--- src/rtl/etx_arbiter.sv ---
// Elink TX arbiter: grants one of rr/wr/rd per cycle into a one-deep registered output stage.
// Optional wr/rd round-robin fairness is enabled by defining ETX_ARB_ROUNDROBIN_EN.
module etx_arbiter #(
    parameter int PW = 103
) (
    input  logic          m_axi_aclk,
    input  logic          m_axi_aresetn,
    input  logic          ecfg_elink_en,
    input  logic [3:0]    ecfg_ctrlmode,
    input  logic          wr_wait,
    input  logic          rd_wait,
    input  logic          rr_req,
    input  logic          wr_req,
    input  logic          rd_req,
    input  logic [PW-1:0] rr_packet,
    input  logic [PW-1:0] wr_packet,
    input  logic [PW-1:0] rd_packet,
    output logic          rr_gnt,
    output logic          wr_gnt,
    output logic          rd_gnt,
    output logic          tx_access,
    output logic [PW-1:0] tx_packet,
    input  logic          tx_wait
);

    localparam int CTRL_LSB = PW - 7;

    localparam logic [1:0] SRC_NONE = 2'd0;
    localparam logic [1:0] SRC_RR   = 2'd1;
    localparam logic [1:0] SRC_WR   = 2'd2;
    localparam logic [1:0] SRC_RD   = 2'd3;

    logic          cap;
    logic          rr_elig;
    logic          wr_elig;
    logic          rd_elig;
    logic [1:0]    sel;
    logic [PW-1:0] next_packet;

    // Output stage can accept when empty or being drained this cycle.
    assign cap     = !tx_access || !tx_wait;
    assign rr_elig = ecfg_elink_en && rr_req && !wr_wait;
    assign wr_elig = ecfg_elink_en && wr_req && !wr_wait;
    assign rd_elig = ecfg_elink_en && rd_req && !rd_wait;

`ifdef ETX_ARB_ROUNDROBIN_EN
    logic last;  // 0 = wr served last, 1 = rd served last

    always_comb begin
        // NOTE: default assignment first so every path drives sel and no latch is inferred.
        sel = SRC_NONE;
        if (cap) begin
            if (rr_elig)                 sel = SRC_RR;
            else if (wr_elig && rd_elig) sel = last ? SRC_WR : SRC_RD;
            else if (wr_elig)            sel = SRC_WR;
            else if (rd_elig)            sel = SRC_RD;
        end
    end

    always_ff @(posedge m_axi_aclk or negedge m_axi_aresetn) begin
        if (!m_axi_aresetn) begin
            last <= 1'b1;
        end else if (sel == SRC_WR) begin
            last <= 1'b0;
        end else if (sel == SRC_RD) begin
            last <= 1'b1;
        end
    end
`else
    always_comb begin
        sel = SRC_NONE;
        if (cap) begin
            if (rr_elig)      sel = SRC_RR;
            else if (wr_elig) sel = SRC_WR;
            else if (rd_elig) sel = SRC_RD;
        end
    end
`endif

    // Grants are suppressed while reset is held, even though the stage looks empty.
    assign rr_gnt = m_axi_aresetn && (sel == SRC_RR);
    assign wr_gnt = m_axi_aresetn && (sel == SRC_WR);
    assign rd_gnt = m_axi_aresetn && (sel == SRC_RD);

    always_comb begin
        next_packet = rr_packet;
        case (sel)
            SRC_WR:  next_packet = wr_packet;
            SRC_RD:  next_packet = rd_packet;
            default: next_packet = rr_packet;
        endcase
        // Host-originated traffic carries the configured ctrlmode; read responses pass untouched.
        if (sel == SRC_WR || sel == SRC_RD) begin
            next_packet[CTRL_LSB +: 4] = ecfg_ctrlmode;
        end
    end

    always_ff @(posedge m_axi_aclk or negedge m_axi_aresetn) begin
        if (!m_axi_aresetn) begin
            // NOTE: non-blocking assignments for all sequential state avoid simulation races.
            tx_access <= 1'b0;
            tx_packet <= '0;
        end else if (cap) begin
            tx_access <= (sel != SRC_NONE);
            if (sel != SRC_NONE) begin
                tx_packet <= next_packet;
            end
        end
    end

endmodule

--- config.mk ---
export PLATFORM = sky130hd
export DESIGN_NAME = etx_arbiter
export DESIGN_NICKNAME = d
export VERILOG_FILES = /design/src/rtl/etx_arbiter.sv
export SDC_FILE = /design/constraint.sdc
export NUM_CORES = 1
export LEC_CHECK = 0
export BUFFER_PORTS_ARGS = -buffer_cell sky130_fd_sc_hd__buf_2
export CAP_MARGIN = 25
export CORE_AREA = 3 3 164 166
export CTS_BUF_LIST = sky130_fd_sc_hd__clkbuf_16
export DETAILED_ROUTE_END_ITERATION = 10
export DIE_AREA = 0 0 167 169
export GPL_ROUTABILITY_DRIVEN = 0
export GPL_TIMING_DRIVEN = 0
export MAX_ROUTING_LAYER = met4
export PLACE_DENSITY_LB_ADDON = 0.15
export SLEW_MARGIN = 15
export SYNTH_ARGS = -nofsm -noshare
export SYNTH_HDL_FRONTEND = slang
export SYNTH_SLANG_ARGS = --single-unit
--- constraint.sdc ---
create_clock -name m_axi_aclk -period 1.5 [get_ports m_axi_aclk]
set_input_delay 0.075 -clock m_axi_aclk [delete_from_list [all_inputs] [get_ports m_axi_aclk]]
set_output_delay 0.075 -clock m_axi_aclk [all_outputs]
set_load 0.03 [all_outputs]
==> run_results.csv, run 1 <==
group,metric,value,unit
outcome,run_status,"finished with violations",
outcome,failed_checks,"negative hold slack, negative setup slack",
sta,unrepaired_setup_endpoints_after_global_routing,"true",
route,finalWirelength,28200,um
worst_setup_path,timing.setup.critical_path_class,"flip-flop to flip-flop",
synth,post_synth_instance_area,5800,sq um
layout,leading_cell_type_in_the_layout_fill_and_taps_excluded,"buf_2",
synth,synth_largest_type_area_fraction,44.9,%
sta,layout_min_cycle_time,1.56,ns
grt,grt_first_pass_wirelength,40700,um
floorplanning,initial_core_util,22.5,%
grt,overall_global_routing_resource_usage,18.9,%
sta,report.final.hold_viol_count,52,
route,route.antenna.remaining_nets,0,
clock_network,clockBufferDepth,2,
synth,synth.avg_cell_area,9.57,sq um
layout,finalNetCount,1384,
layout,antennaDiodeCount,0,
place,port_buffers,420,
worst_setup_path,cpLargestDelayFamily,"flip-flops",
worst_setup_path,crit_required,1.72,ns
worst_setup_path,startpoint_class,"flip-flop",
power,leakagePower,4.61,nW
sta,timing.final.setup_violations,31,
synth,synthesis.yosys.warnings,0,
power,power_density,1060,nW/um^2
sta,fin_ws,-0.0559,ns
layout,n_fill_cell,2677,
clock_network,htree_levels,3,
route,drt_iter0_drcs,379,
floorplanning,ioPinCount,429,
synth,postSynthNetCount,928,
sta,max-slew-margin-rel,57.4,%
hold_path,timing.hold.worst.class,"input pin to async pin",
clock_network,numCtsBuffers,9,
sta,timing.final.crit_share,104,%
sta,worst_slew_pin_tran,0.638,ns
synth,ys_seq_elements,104,
layout,area_delta_synth_final,70.5,%
floorplanning,die_width,167,um
route,dr_total_vias,6902,
floorplanning,design.core.area,25800,sq um
synth,synth_area_leader_cell,"dfrtp_1",
synth,syn-instance-count,606,
clock_network,clkTransAtPathRegs,0.08,ns
floorplanning,die_footprint,28200,sq um
worst_setup_path,worst_path_largest_cell_delay,0.44,ns
layout,mostFrequentLayoutCells,"buf_2 (434), dfrtp_1 (103), nand2_1 (100)",
worst_setup_path,end_kind,"flip-flop",
synth,seq_area_frac_synth,44.9,%
worst_setup_path,buffer_and_inverter_count_on_the_worst_path,2,
sta,worst_clock_skew,0.0100,ns
route,routed_wire_length_per_instance,20.1,um
grt,grt_remaining_overflow,0,
power,power.ir.vdd_worst,400,uV
worst_setup_path,timing.critical_path.slowest_stage_cell,"dfrtp_2",
layout,final_util,38.4,%
power,total_power_after_layout,0.0105,W
floorplanning,die_y,169,um
grt,grt_max_degree,56,
route,detailed_route_drc_error_count,0,
sta,max_slew_violation_count,0,
synth,post_synth_main_area_contributors,"dfrtp_1 (45%), o32a_1 (17%), o22ai_1 (11%)",
route,avgViaCountPerCell,4.92,
clock_network,tritoncts,"built",
worst_setup_path,worst-endpoint-arrival,1.78,ns
job,maxCapViolations,0,
floorplanning,rows,59,
clock_network,clock_sink_count,104,
layout,multi_input_area,3330,sq um
worst_setup_path,timing.critical_path.cells,"nand2_4 > o2111a_2 > buf_12 > buf_16 > mux2i_4 > o21ai_1",
clock_network,clock_tree.root_cell,"clkbuf_16",
clock_network,worst_skew_pair.late_latency,0.35,ns
worst_setup_path,path_max_fanout,7,
clock_network,cts_hold_buf,6,
sta,fmax,643,MHz
place,post-dp-hpwl,20900,um
route,drt_pass1_iterations,6,
grt,grt_antenna_before_repair,0,
sta,fin_worst_hold_slack,-0.325,ns
grt,vias_in_the_first_global_route,6907,
layout,seq_area,2600,sq um
layout,ratio_of_cells_with_drive_above_1_in_the_final_layout,56.1,%
place,dpl_worst_slack,-0.360,ns
synth,library_cells_used_by_synthesis,26,
state kept, by name (all words and copies together), names as in the netlist:
name and flops:
tx_packet 103, tx_access 1
synth_stat cells:
| cell | number |
|---|---|
| nand2_1 | 106 |
| dfrtp_1 | 104 |
| o21ai_1 | 99 |
| o22ai_1 | 99 |
| o32a_1 | 99 |
| buf_2 | 25 |
| buf_6 | 21 |
| clkbuf_1 | 17 |
| buf_1 | 6 |
| buf_4 | 6 |
| o21ai_0 | 5 |
| mux2i_1 | 4 |
| nand3b_1 | 2 |
| a21oi_1 | 1 |
| and2b_1 | 1 |
| and2b_4 | 1 |
| and3_1 | 1 |
| and3b_1 | 1 |
| buf_8 | 1 |
| nand2_2 | 1 |
| nand3b_2 | 1 |
| nor2_1 | 1 |
| nor3_1 | 1 |
| o2111a_2 | 1 |
| o211ai_4 | 1 |
| o21ba_2 | 1 |
timing repair:
item / in CTS / in global routing
pin swaps: 8 / 43
resized for setup: 59 / 124
setup buffers: 11 / 2
hold endpoints to repair: 58 / 52
gates cloned: 3 / 7
endpoints found under the setup margin: 105 / 105
area by class of cell:
type / count / share of cell area (%)
repair buffers: 450 / 26.2
flip-flops and latches: 104 / 26.3
multi-input cells: 426 / 33.6
clock buffers: 9 / 2.28
well taps: 335 / 4.24
plain buffers: 71 / 6.87
clock inverters: 7 / 0.481
cells by family after synthesis:
family | Yosys count | synth area share, %
compound gates | 306 | 37.6
buf+inv | 76 | 8.76
flops | 104 | 44.9
mux | 4 | 0.690
simple gates | 116 | 8.13
metal layers:
metal | GRT usage (%) | part of all wire (%) | vias up | wire (um)
met4 | 4.41 | 1.7 | 0 | 482
met2 | 31.9 | 50 | 252 | 14200
met3 | 2.90 | 5.1 | 33 | 1430
met1 | 24.0 | 43 | 3310 | 12100
li1 | - | - | 3307 | -
met5 | - | 0 | - | 0
power by group:
group	internal (W)	total [W]	leakage, nW	switching (W)
combinational	0.00170	0.00457	3.19	0.00287
clock	0.00114	0.00226	0.138	0.00113
sequential	0.00340	0.00369	1.28	0.000298
path summary, 6_finish.rpt:
| check | slack (ns) | endpoint | from | cells past startpoint |
|---|---|---|---|---|
| setup / recovery | -0.06 | tx_packet[97] | tx_access | 6 |
| hold / removal | -0.32 | tx_packet[83] | m_axi_aresetn | 1 |
| setup reg to reg | -0.06 | tx_packet[97] | tx_access | 6 |
| hold reg to reg | 0.47 | tx_packet[98] | tx_packet[98] | 2 |
| max in group asynchronous | 1.14 | tx_packet[36] | m_axi_aresetn | 2 |
| min in group m_axi_aclk | 0.02 | tx_packet[83] | rr_packet[83] | 3 |
worst register-to-register path, cell delays in order (launching register included):
cell and delay [ns]:
dfrtp_2 0.44, nand2_4 0.08, o2111a_2 0.26, buf_12 0.14, buf_16 0.17, mux2i_4 0.27
o21ai_1 0.07
stage by stage:
step                hold slack [ns]  TNS, ns  instances  area (sq um)
floorplan                    -0.221        0        606          5810
global placement              0.335  -137.36       1361          8330
detailed placement           0.0827   -23.18       1362          8360
CTS                          -0.307    -3.33       1393          9070
global route                 -0.281    -5.43       1402          9890
finish                       -0.325   -0.772       1402          9890
(Power assumes the default switching activity.)
==> run 2: changes to the inputs <==
--- a/config.mk
+++ b/config.mk
@@ -12,9 +12,9 @@
 export DETAILED_ROUTE_END_ITERATION = 10
 export DIE_AREA = 0 0 167 169
 export GPL_ROUTABILITY_DRIVEN = 0
-export GPL_TIMING_DRIVEN = 0
 export MAX_ROUTING_LAYER = met4
 export PLACE_DENSITY_LB_ADDON = 0.15
+export SETUP_SLACK_MARGIN = 0.15
 export SLEW_MARGIN = 15
 export SYNTH_ARGS = -nofsm -noshare
 export SYNTH_HDL_FRONTEND = slang
==> run 2 against run 1 <==
  * The run now ends clean
  * First-iteration DRC count decreased by 39%
  * Clock power increased by 6%
  * Routed wire length decreased by 12%
  * Core utilization decreased by 2.0 points
  * Clock-buffer cell count unchanged
  * Total power decreased by 1.7%
  * Combinational power decreased by 6.3%
  * Sequential share of layout area increased by 1.5 points
  * Global-route usage decreased by 2.5 points
  * Sequential cell count unchanged
  * Clock skew increased by 0.0024 ns
  * Via count decreased by 3.1%
  * Largest cell class is now buffers
==> run_results.csv, run 2 (synthesis results as in run 1) <==
group,metric,value,unit
outcome,run_status,"completed",
worst_setup_path,worst-endpoint-arrival,1.71,ns
floorplanning,design.core.area,25800,sq um
route,wl_met1,10500,um
route,routed_wire_length_per_instance,18.3,um
floorplanning,rows,59,
worst_setup_path,critPathMostFrequentCell,"buf_12",
route,routed-wl-met2,12500,um
place,post-dp-hpwl,17900,um
grt,grt_antenna_before_repair,0,
layout,largest_register_ff_count,103,
grt,grt_first_pass_wirelength,36000,um
route,detailed_route_drc_error_count,0,
layout,finished_cell_area,9370,sq um
power,power_density,1110,nW/um^2
worst_setup_path,end_kind,"flip-flop",
worst_setup_path,worst_path_largest_cell_delay,0.44,ns
sta,layout_min_cycle_time,1.44,ns
route,route.antenna.remaining_nets,0,
job,maxCapViolations,0,
sta,timing.final.crit_share,95.9,%
route,drt_iter0_drcs,232,
clock_network,numCtsBuffers,9,
worst_setup_path,startpoint_class,"flip-flop",
sta,fmax,695,MHz
layout,ratio_of_cells_with_drive_above_1_in_the_final_layout,52.3,%
route,finalWirelength,24900,um
grt,grt_remaining_overflow,0,
sta,worst_slew_pin_tran,0.569,ns
layout,final_util,36.4,%
sta,timing.final.setup_violations,0,
route,met3WireLength,1350,um
power,power.ir.vdd_worst,344,uV
sta,max_slew_violation_count,0,
layout,n_fill_cell,2748,
grt,grt_max_degree,103,
layout,finalNetCount,1347,
grt,overall_global_routing_resource_usage,16.4,%
clock_network,clkTransAtPathRegs,0.08,ns
sta,worst_clock_skew,0.0124,ns
clock_network,htree_levels,3,
clock_network,tritoncts,"built",
sta,report.final.hold_viol_count,0,
sta,timing.setup.tns,0,ns
route,avgViaCountPerCell,4.91,
layout,antennaDiodeCount,0,
floorplanning,ioPinCount,429,
route,drt_pass1_iterations,4,
clock_network,worst_skew_pair.late_latency,0.35,ns
grt,vias_in_the_first_global_route,6392,
sta,unrepaired_setup_endpoints_after_global_routing,"true",
route,dr_total_vias,6687,
worst_setup_path,timing.setup.critical_path_class,"flip-flop to flip-flop",
hold_path,timing.hold.worst.class,"input pin to flip-flop",
clock_network,clock_sink_count,104,
floorplanning,die_width,167,um
layout,leading_cell_type_in_the_layout_fill_and_taps_excluded,"buf_2",
clock_network,clockBufferDepth,2,
clock_network,clock_tree.root_cell,"clkbuf_16",
floorplanning,die_footprint,28200,sq um
floorplanning,initial_core_util,22.5,%
layout,reg_top3,"tx_packet x103, tx_access x1",
place,port_buffers,420,
place,dpl-instance-area,8370,sq um
worst_setup_path,timing.critical_path.cells,"nand2_4 > o2111a_2 > buf_12 > buf_12 > o22ai_1 > o21ai_1",
worst_setup_path,path_max_fanout,12,
power,leakagePower,4.44,nW
place,dpl_worst_slack,0.0306,ns
floorplanning,die_y,169,um
layout,registers.top_by_ff_count,"tx_packet",
sta,max-slew-margin-rel,62.1,%
layout,mostFrequentLayoutCells,"buf_2 (417), nand2_1 (103), dfrtp_1 (103)",
layout,area_delta_synth_final,61.4,%
route,route.top_layer_used,"met4",
worst_setup_path,crit_required,1.77,ns
sta,fin_ws,0.0608,ns
worst_setup_path,timing.critical_path.slowest_stage_cell,"dfrtp_2",
run 2: changes by cell type in the layout (fill, tap and decap cells not counted), sizes merged:
cell,delta
buf,-19
bufinv,+1
inv,-3
clkbuf,-18
run 2: final cells by class:
cell class | count | area, sq um | share of cell area (%)
well taps | 335 | 419 | 4.48
flip-flops and latches | 104 | 2600 | 27.8
clock inverters | 5 | 58.8 | 0.628
repair buffers | 484 | 3060 | 32.6
multi-input cells | 426 | 3000 | 32.0
clock buffers | 9 | 225 | 2.40
run 2: repair_timing:
action	CTS	global route
gates cloned	1	6
gates resized for setup	10	74
endpoints found under the hold margin	108	1
setup buffers	10	1
hold buffers	5	1
pin swaps	3	7
endpoints found under the setup margin	82	106
run 2: routing by layer:
| layer | global-route usage [%] | vias up |
|---|---|---|
| li1 | - | 3221 |
| met1 | 20.6 | 3180 |
| met2 | 27.7 | 255 |
| met3 | 2.24 | 31 |
| met4 | 4.70 | 0 |
| met5 | - | - |
run 2: path summary, 6_finish.rpt:
check | from | endpoint | slack (ns) | depth (start not counted)
max | tx_access | tx_packet[14] | 0.06 | 6
min | ecfg_ctrlmode[2] | tx_packet[98] | 0.003 | 3
max reg2reg | tx_access | tx_packet[14] | 0.06 | 6
min reg2reg | tx_packet[79] | tx_packet[79] | 0.47 | 2
max in group asynchronous | m_axi_aresetn | tx_packet[36] | 0.59 | 3
min in group asynchronous | m_axi_aresetn | tx_packet[68] | 0.15 | 2
run 2: per-stage QoR:
step | hold WS (ns) | total power [W] | std cells
detailed placement | -0.110 | 0.00773 | 1325
finish | 0.00302 | 0.0104 | 1363
global route | 0.00279 | 0.0110 | 1363
global placement | -0.109 | 0.00770 | 1325
floorplan | -0.221 | 0.00611 | 606
CTS | 0.00148 | 0.0102 | 1355
run 2: power by group:
part / internal [W] / switching, W / total [W]
Clock: 0.00128 / 0.00111 / 0.00239
Sequential: 0.00340 / 0.000290 / 0.00369
Combinational: 0.00159 / 0.00269 / 0.00428
run 2: worst max-delay path, delay by kind of cell, from the launching register on:
kind | cells | cell delay (ns)
flops | 1 | 0.44
compound gates | 3 | 0.48
simple gates | 1 | 0.08
buf+inv | 2 | 0.36
